===== src/rtl/cart2pol_pkg.sv =====
// Shared constants for the CORDIC Cartesian-to-polar converter: datapath
// widths, the arctangent table, the inverse CORDIC gain and stage helpers.
package cart2pol_pkg;

  localparam int IN_W  = 8;   // input coordinate width
  localparam int OUT_W = 8;   // r1 / theta1 width
  localparam int EXT_W = 2;   // integer headroom for CORDIC gain and |-128| negation

  // atan(2^-i) in binary-angle units (128 = pi), held at 16 fractional bits
  // and reduced to the datapath guard width by atan_const().
  localparam int ATAN_FRAC = 16;
  localparam int ATAN_TBL [0:13] = '{
    2097152, 1238021, 654136, 332050, 166669, 83416, 41718,
    20860,   10430,   5215,   2608,   1304,   652,   326
  };

  // 1/K of the converged CORDIC gain, unsigned with 16 fractional bits.
  localparam int INV_GAIN_FRAC = 16;
  localparam int INV_GAIN_W    = 16;
  localparam logic [INV_GAIN_W-1:0] INV_GAIN = 16'd39797;

  // Micro-rotation stage k (1..ITER) shifts by k-1.
  function automatic int stage_shift(input int stage);
    return stage - 1;
  endfunction

  function automatic int atan_const(input int shift, input int guard);
    return (ATAN_TBL[shift] + (1 << (ATAN_FRAC - guard - 1))) >>> (ATAN_FRAC - guard);
  endfunction

  // Half-LSB bias so a right shift rounds to nearest instead of flooring.
  function automatic int round_bias(input int shift);
    return (shift > 0) ? (1 << (shift - 1)) : 0;
  endfunction

endpackage


===== src/rtl/cartesian_to_polar_if.sv =====
// Sample/result bus of the Cartesian-to-polar converter.
// CART2POL_ZERO_EN adds the 'zero' result flag.
interface cartesian_to_polar_if;
  import cart2pol_pkg::*;

  logic                    in_valid;
  logic signed [IN_W-1:0]  x;
  logic signed [IN_W-1:0]  y;
  logic                    out_valid;
  logic [OUT_W-1:0]        r1;
  logic signed [OUT_W-1:0] theta1;

`ifdef CART2POL_ZERO_EN
  logic                    zero;

  modport master (output in_valid, x, y, input out_valid, r1, theta1, zero);
  modport slave  (input in_valid, x, y, output out_valid, r1, theta1, zero);
`else
  modport master (output in_valid, x, y, input out_valid, r1, theta1);
  modport slave  (input in_valid, x, y, output out_valid, r1, theta1);
`endif

endinterface


===== src/rtl/cart2pol_cordic_stage.sv =====
// One registered CORDIC vectoring micro-rotation. Shifted terms are rounded
// to nearest, which keeps small-magnitude inputs inside the angle tolerance.
module cart2pol_cordic_stage
  import cart2pol_pkg::*;
#(
  parameter int STAGE = 1,
  parameter int DW    = 16,
  parameter int GUARD = 6
) (
  input  logic                 clk,
  input  logic                 rst,
  input  logic signed [DW-1:0] x_in,
  input  logic signed [DW-1:0] y_in,
  input  logic signed [DW-1:0] z_in,
  output logic signed [DW-1:0] x_out,
  output logic signed [DW-1:0] y_out,
  output logic signed [DW-1:0] z_out
);

  localparam int SH = stage_shift(STAGE);
  localparam logic signed [DW-1:0] RND  = DW'(round_bias(SH));
  localparam logic signed [DW-1:0] ATAN = DW'(atan_const(SH, GUARD));

  logic signed [DW-1:0] x_sh;
  logic signed [DW-1:0] y_sh;

  assign x_sh = (x_in + RND) >>> SH;
  assign y_sh = (y_in + RND) >>> SH;

  // Rotate toward the +x axis: y >= 0 rotates clockwise, y < 0 counter-clockwise.
  always_ff @(posedge clk or posedge rst) begin
    if (rst) begin
      x_out <= '0;
      y_out <= '0;
      z_out <= '0;
    end else if (!y_in[DW-1]) begin
      x_out <= x_in + y_sh;
      y_out <= y_in - x_sh;
      z_out <= z_in + ATAN;
    end else begin
      x_out <= x_in - y_sh;
      y_out <= y_in + x_sh;
      z_out <= z_in - ATAN;
    end
  end

endmodule


===== src/rtl/cartesian_to_polar.sv =====
// Pipelined CORDIC vectoring converter, signed 8-bit (x,y) -> (r1,theta1).
// theta1 is a binary angle (128 = pi). Latency ITER+2, one sample per clock.
// CART2POL_ZERO_EN adds a 'zero' flag marking results of an (0,0) input.
module cartesian_to_polar
  import cart2pol_pkg::*;
#(
  parameter int ITER  = 10,
  parameter int GUARD = 6
) (
  input logic            clk,
  input logic            rst,
  cartesian_to_polar_if.slave bus
);

  localparam int DW  = IN_W + GUARD + EXT_W;
  localparam int PW  = DW + INV_GAIN_W;
  localparam int RSH = GUARD + INV_GAIN_FRAC;

  localparam logic signed [DW-1:0] Z_PI   = DW'(128 << GUARD);
  localparam logic signed [DW-1:0] Z_HALF = DW'(round_bias(GUARD));
  localparam logic [PW-1:0]        R_HALF = PW'(1) << (RSH - 1);

  logic signed [DW-1:0] x_ext;
  logic signed [DW-1:0] y_ext;
  logic                 in_zero;

  logic signed [DW-1:0] x0;
  logic signed [DW-1:0] y0;
  logic signed [DW-1:0] z0;

  logic signed [DW-1:0] xs [1:ITER];
  logic signed [DW-1:0] ys [1:ITER];
  logic signed [DW-1:0] zs [1:ITER];

  logic [ITER:0] vld_sr;
  logic [ITER:0] zero_sr;
  logic [PW-1:0] r_prod;

  assign x_ext   = DW'(bus.x) <<< GUARD;
  assign y_ext   = DW'(bus.y) <<< GUARD;
  assign in_zero = (bus.x == '0) && (bus.y == '0);

  // Fold the left half-plane onto the right half by a pi rotation and seed z with +-pi.
  always_ff @(posedge clk or posedge rst) begin
    if (rst) begin
      x0 <= '0;
      y0 <= '0;
      z0 <= '0;
    end else if (bus.x[IN_W-1]) begin
      x0 <= -x_ext;
      y0 <= -y_ext;
      z0 <= bus.y[IN_W-1] ? -Z_PI : Z_PI;
    end else begin
      x0 <= x_ext;
      y0 <= y_ext;
      z0 <= '0;
    end
  end

  for (genvar k = 1; k <= ITER; k++) begin : g_stage
    logic signed [DW-1:0] xi;
    logic signed [DW-1:0] yi;
    logic signed [DW-1:0] zi;

    if (k == 1) begin : g_first
      assign xi = x0;
      assign yi = y0;
      assign zi = z0;
    end else begin : g_chain
      assign xi = xs[k-1];
      assign yi = ys[k-1];
      assign zi = zs[k-1];
    end

    cart2pol_cordic_stage #(
      .STAGE (k),
      .DW    (DW),
      .GUARD (GUARD)
    ) u_stage (
      .clk   (clk),
      .rst   (rst),
      .x_in  (xi),
      .y_in  (yi),
      .z_in  (zi),
      .x_out (xs[k]),
      .y_out (ys[k]),
      .z_out (zs[k])
    );
  end

  // Valid and zero-input flags travel alongside the data through stage 0..ITER.
  always_ff @(posedge clk or posedge rst) begin
    if (rst) begin
      vld_sr  <= '0;
      zero_sr <= '0;
    end else begin
      vld_sr  <= {vld_sr[ITER-1:0], bus.in_valid};
      zero_sr <= {zero_sr[ITER-1:0], in_zero};
    end
  end

  // x is never negative after the pre-rotation, so the gain correction is unsigned.
  assign r_prod = PW'($unsigned(xs[ITER])) * PW'(INV_GAIN);

  // Output register: remove CORDIC gain, round both results, hold when idle.
  // A zero input never converges in z, so its angle is forced to 0 here.
  always_ff @(posedge clk or posedge rst) begin
    if (rst) begin
      bus.out_valid <= 1'b0;
      bus.r1        <= '0;
      bus.theta1    <= '0;
`ifdef CART2POL_ZERO_EN
      bus.zero      <= 1'b0;
`endif
    end else begin
      bus.out_valid <= vld_sr[ITER];
      if (vld_sr[ITER]) begin
        bus.r1     <= OUT_W'((r_prod + R_HALF) >> RSH);
        bus.theta1 <= zero_sr[ITER] ? '0 : OUT_W'((zs[ITER] + Z_HALF) >>> GUARD);
`ifdef CART2POL_ZERO_EN
        bus.zero   <= zero_sr[ITER];
`endif
      end
    end
  end

endmodule


===== src/flat_wrapper.sv =====
// flat-port wrapper written by rule: the top's interface ports become plain ports
module cartesian_to_polar_flat import cart2pol_pkg::*;
#(
  parameter int ITER  = 10,
  parameter int GUARD = 6
)
  (clk, rst, bus_in_valid, bus_x, bus_y, bus_out_valid, bus_r1, bus_theta1);
  cartesian_to_polar_if bus_i ();
  input logic clk;
  input logic rst;
  input wire logic [$bits(bus_i.in_valid)-1:0] bus_in_valid;
  input wire logic [$bits(bus_i.x)-1:0] bus_x;
  input wire logic [$bits(bus_i.y)-1:0] bus_y;
  output wire logic [$bits(bus_i.out_valid)-1:0] bus_out_valid;
  output wire logic [$bits(bus_i.r1)-1:0] bus_r1;
  output wire logic [$bits(bus_i.theta1)-1:0] bus_theta1;
  assign bus_i.in_valid = bus_in_valid;
  assign bus_i.x = bus_x;
  assign bus_i.y = bus_y;
  assign bus_out_valid = bus_i.out_valid;
  assign bus_r1 = bus_i.r1;
  assign bus_theta1 = bus_i.theta1;
  cartesian_to_polar #(.ITER(ITER), .GUARD(GUARD)) u_core (.clk(clk), .rst(rst), .bus(bus_i));
endmodule

===== config.mk =====
export PLATFORM = sky130hd
export DESIGN_NAME = cartesian_to_polar_flat
export DESIGN_NICKNAME = d
export VERILOG_FILES = /design/src/rtl/cart2pol_pkg.sv /design/src/rtl/cartesian_to_polar_if.sv /design/src/rtl/cart2pol_cordic_stage.sv /design/src/rtl/cartesian_to_polar.sv /design/src/flat_wrapper.sv
export SDC_FILE = /design/constraint.sdc
export NUM_CORES = 2
export LEC_CHECK = 0
export CELL_PAD_IN_SITES_DETAIL_PLACEMENT = 1
export CELL_PAD_IN_SITES_GLOBAL_PLACEMENT = 2
export CORE_MARGIN = 1
export CORE_UTILIZATION = 35
export CTS_CLUSTER_SIZE = 12
export DETAILED_ROUTE_END_ITERATION = 8
export PLACE_DENSITY = 0.71
export SKIP_LAST_GASP = 1
export SLEW_MARGIN = 0
export SYNTH_ARGS = -nofsm -noshare
export SYNTH_HDL_FRONTEND = slang
export SYNTH_HIERARCHICAL = 1
export SYNTH_SLANG_ARGS = --single-unit

===== constraint.sdc =====
create_clock -name clk -period 6.4 [get_ports clk]
set_clock_uncertainty 0.2 [all_clocks]
set_input_delay 1.28 -clock clk [delete_from_list [all_inputs] [get_ports clk]]
set_output_delay 1.28 -clock clk [all_outputs]
set_load 0.005 [all_outputs]

==> flow_summary.yaml <==
cells_and_area:
  synthToLayoutAreaGrowth_pct: 9.81
  antennaDiodeCount: 0
  post-route-util: 0.387
  final_nets: 5968
  drive_gt1_frac: 0.0556
worst_setup_path:
  cp-startpoint: "u_core/g_stage[10].u_stage/x_out[6]"
  reg2reg_from: "u_core/g_stage[10].u_stage/x_out[6]"
  slowest_stage: "fa_1"
  crit_required_ps: 6750
  reg2regPathDepth: 19
  cp-start-kind: "register"
  max_stage_delay_ps: 540
  cp_num_buf_inv: 7
  worstPathMaxFanout: 5
  end_kind: "register"
  critical-path-top-delay-family: "adder cells"
  crit_cells: 19
  cp.arrival_ps: 6450
  crit_chain: "inv_1 -> fa_1 -> fa_1 -> inv_1 -> fa_1 -> inv_1 -> fa_1 -> inv_1 -> fa_1 -> inv_1 -> fa_1 -> inv_1 -> ha_1 -> a21oi_1 -> inv_1 -> o311ai_2 -> o21ai_1 -> xor2_1 -> mux2_2"
  worst-setup-path-type: "reg -> reg"
  crit_top_cell: "inv_1"
timing:
  period_share: 0.953
  drv_slew: 0
  setup_slack_ps: 301
  setup_viol: 0
  slew_headroom: 0.263
  tightest_slew_ps: 1100
  fmax_mhz: 164
  finalCriticalPeriod_ps: 6100
  tns_ps: 0
  hold_violations: 0
  whs_ps: 142
  rsz0062_at_grt: "no"
status:
  status: "complete, no violations"
yosys:
  syn-mean-instance-area_um2: 9.05
  synth_area_mm2: 0.0471
  yosysWarningCount: 6
  synthCells: 5200
global_route:
  grt.busiest_layer: "met2"
  grt_pass1_vias: 39500
  antenna_found_initial: 0
  grt_use_met3: 0.0236
  grt_use_total: 0.195
  grt_start_max_net_pins: 47
  met1_usage: 0.262
  grtUsageMet2: 0.328
  globalRoute.totalOverflow: 0
  grt_pass1_wl_mm: 215
placement:
  dp_worst_setup_slack_ps: 228
  port_buffers: 35
  gp_congestion: 0.844
  dp_hpwl_mm: 106
drt:
  dr.pass1.iters: 5
  first_iter_violations: 1727
  wl_mm: 131
  drc: 0
  vias: 37500
  ant_nets: 0
  wire_per_inst_um: 18.6
  viasPerCell: 5.32
clock_network:
  cts_setup_buffers: 0
  tritoncts: "yes"
  hold_buffers: 0
  cts.repair.resized: 0
  clk_pin_slew_ps: 60
  root_buffer: "clkbuf_16"
  clk_latency_ps: 670
  cts_sinks: 490
  htreeDepth: 3
  cts_buffers: 68
  clockBufferDepth: 3
die:
  initial_core_util: 0.353
  rows: 134
  core_mm2: 0.133
  io_pins: 36
  die_w_um: 369
  die_h_um: 369
  dieArea_mm2: 0.136
worst_hold_path:
  hold_depth: 0
  min_path_type: "reg -> reg"
  min-delay-start: "u_core/vld_sr[0]"
flow_run:
  max_cap_violations: 0
state kept, by name, indices dropped and copies added, names as in the netlist:
name,cells
u_core/g_stage.u_stage/x_out,160
u_core/g_stage.u_stage/z_out,135
u_core/g_stage.u_stage/y_out,135
u_core/vld_sr,11
u_core/zero_sr,11
u_core/g_stage.xi,10
u_core/g_stage.yi,10
u_core/bus.r1,8
u_core/bus.theta1,8
u_core/bus.out_valid,1
u_core/g_stage.zi,1
area by class of cell:
class	instances	area (um2)
Timing Repair Buffer	50	463
Tap cell	1768	2210
Sequential cell	490	12300
Clock inverter	27	455
Inverter	412	1550
Fill cell	15600	81800
Clock buffer	93	1980
Multi-Input combinational cell	4212	32800
worst reg2reg max path, cell delays in order, from the launching register on:
cell      delay, ps
dfrtp_1         490
inv_1           240
fa_1            540
fa_1            520
inv_1            50
fa_1            520
inv_1            60
fa_1            480
inv_1            60
fa_1            530
inv_1            60
fa_1            530
inv_1            40
ha_1            320
a21oi_1         280
inv_1            90
o311ai_2        420
o21ai_1         140
xor2_1          160
mux2_2          260
layer usage:
metal	wire length (um)	up-vias
met1	62600	18600
met2	62000	339
met3	3620	153
met4	3050	0
met5	0	-
li1	-	18400
final timing paths:
kind / slack, ps / endpoint
max: 300 / u_core/bus.r1[3]
min: 140 / u_core/vld_sr[1]
max reg2reg: 300 / u_core/bus.r1[3]
min reg2reg: 140 / u_core/vld_sr[1]
max in group asynchronous: 3990 / u_core/bus.out_valid
min in group asynchronous: 1150 / u_core/g_stage[9].u_stage/z_out[5]
per-stage QoR:
stage	cells	area, um2
2_1_floorplan	5255	47300
3_3_place_gp	6932	49200
3_5_place_dp	6932	49200
4_1_cts	7052	51700
5_1_grt	7052	51700
6_report	7052	51700
cells in the final DEF (no fill, tap or decap), types with 68 or more instances in the layout:
cell type / count
a21oi_1: 358
o21ai_0: 205
o21a_1: 76
a21o_1: 113
nand3_1: 141
nor3_1: 103
xnor2_1: 499
xor2_1: 195
clkbuf_16: 68
dfrtp_1: 490
inv_1: 395
nor2_1: 365
ha_1: 584
fa_1: 131
nand2_1: 302
Power is left out: the tool's default activity adds up to more than one toggle a clock period on the data nets, which glitch-free logic cannot reach.
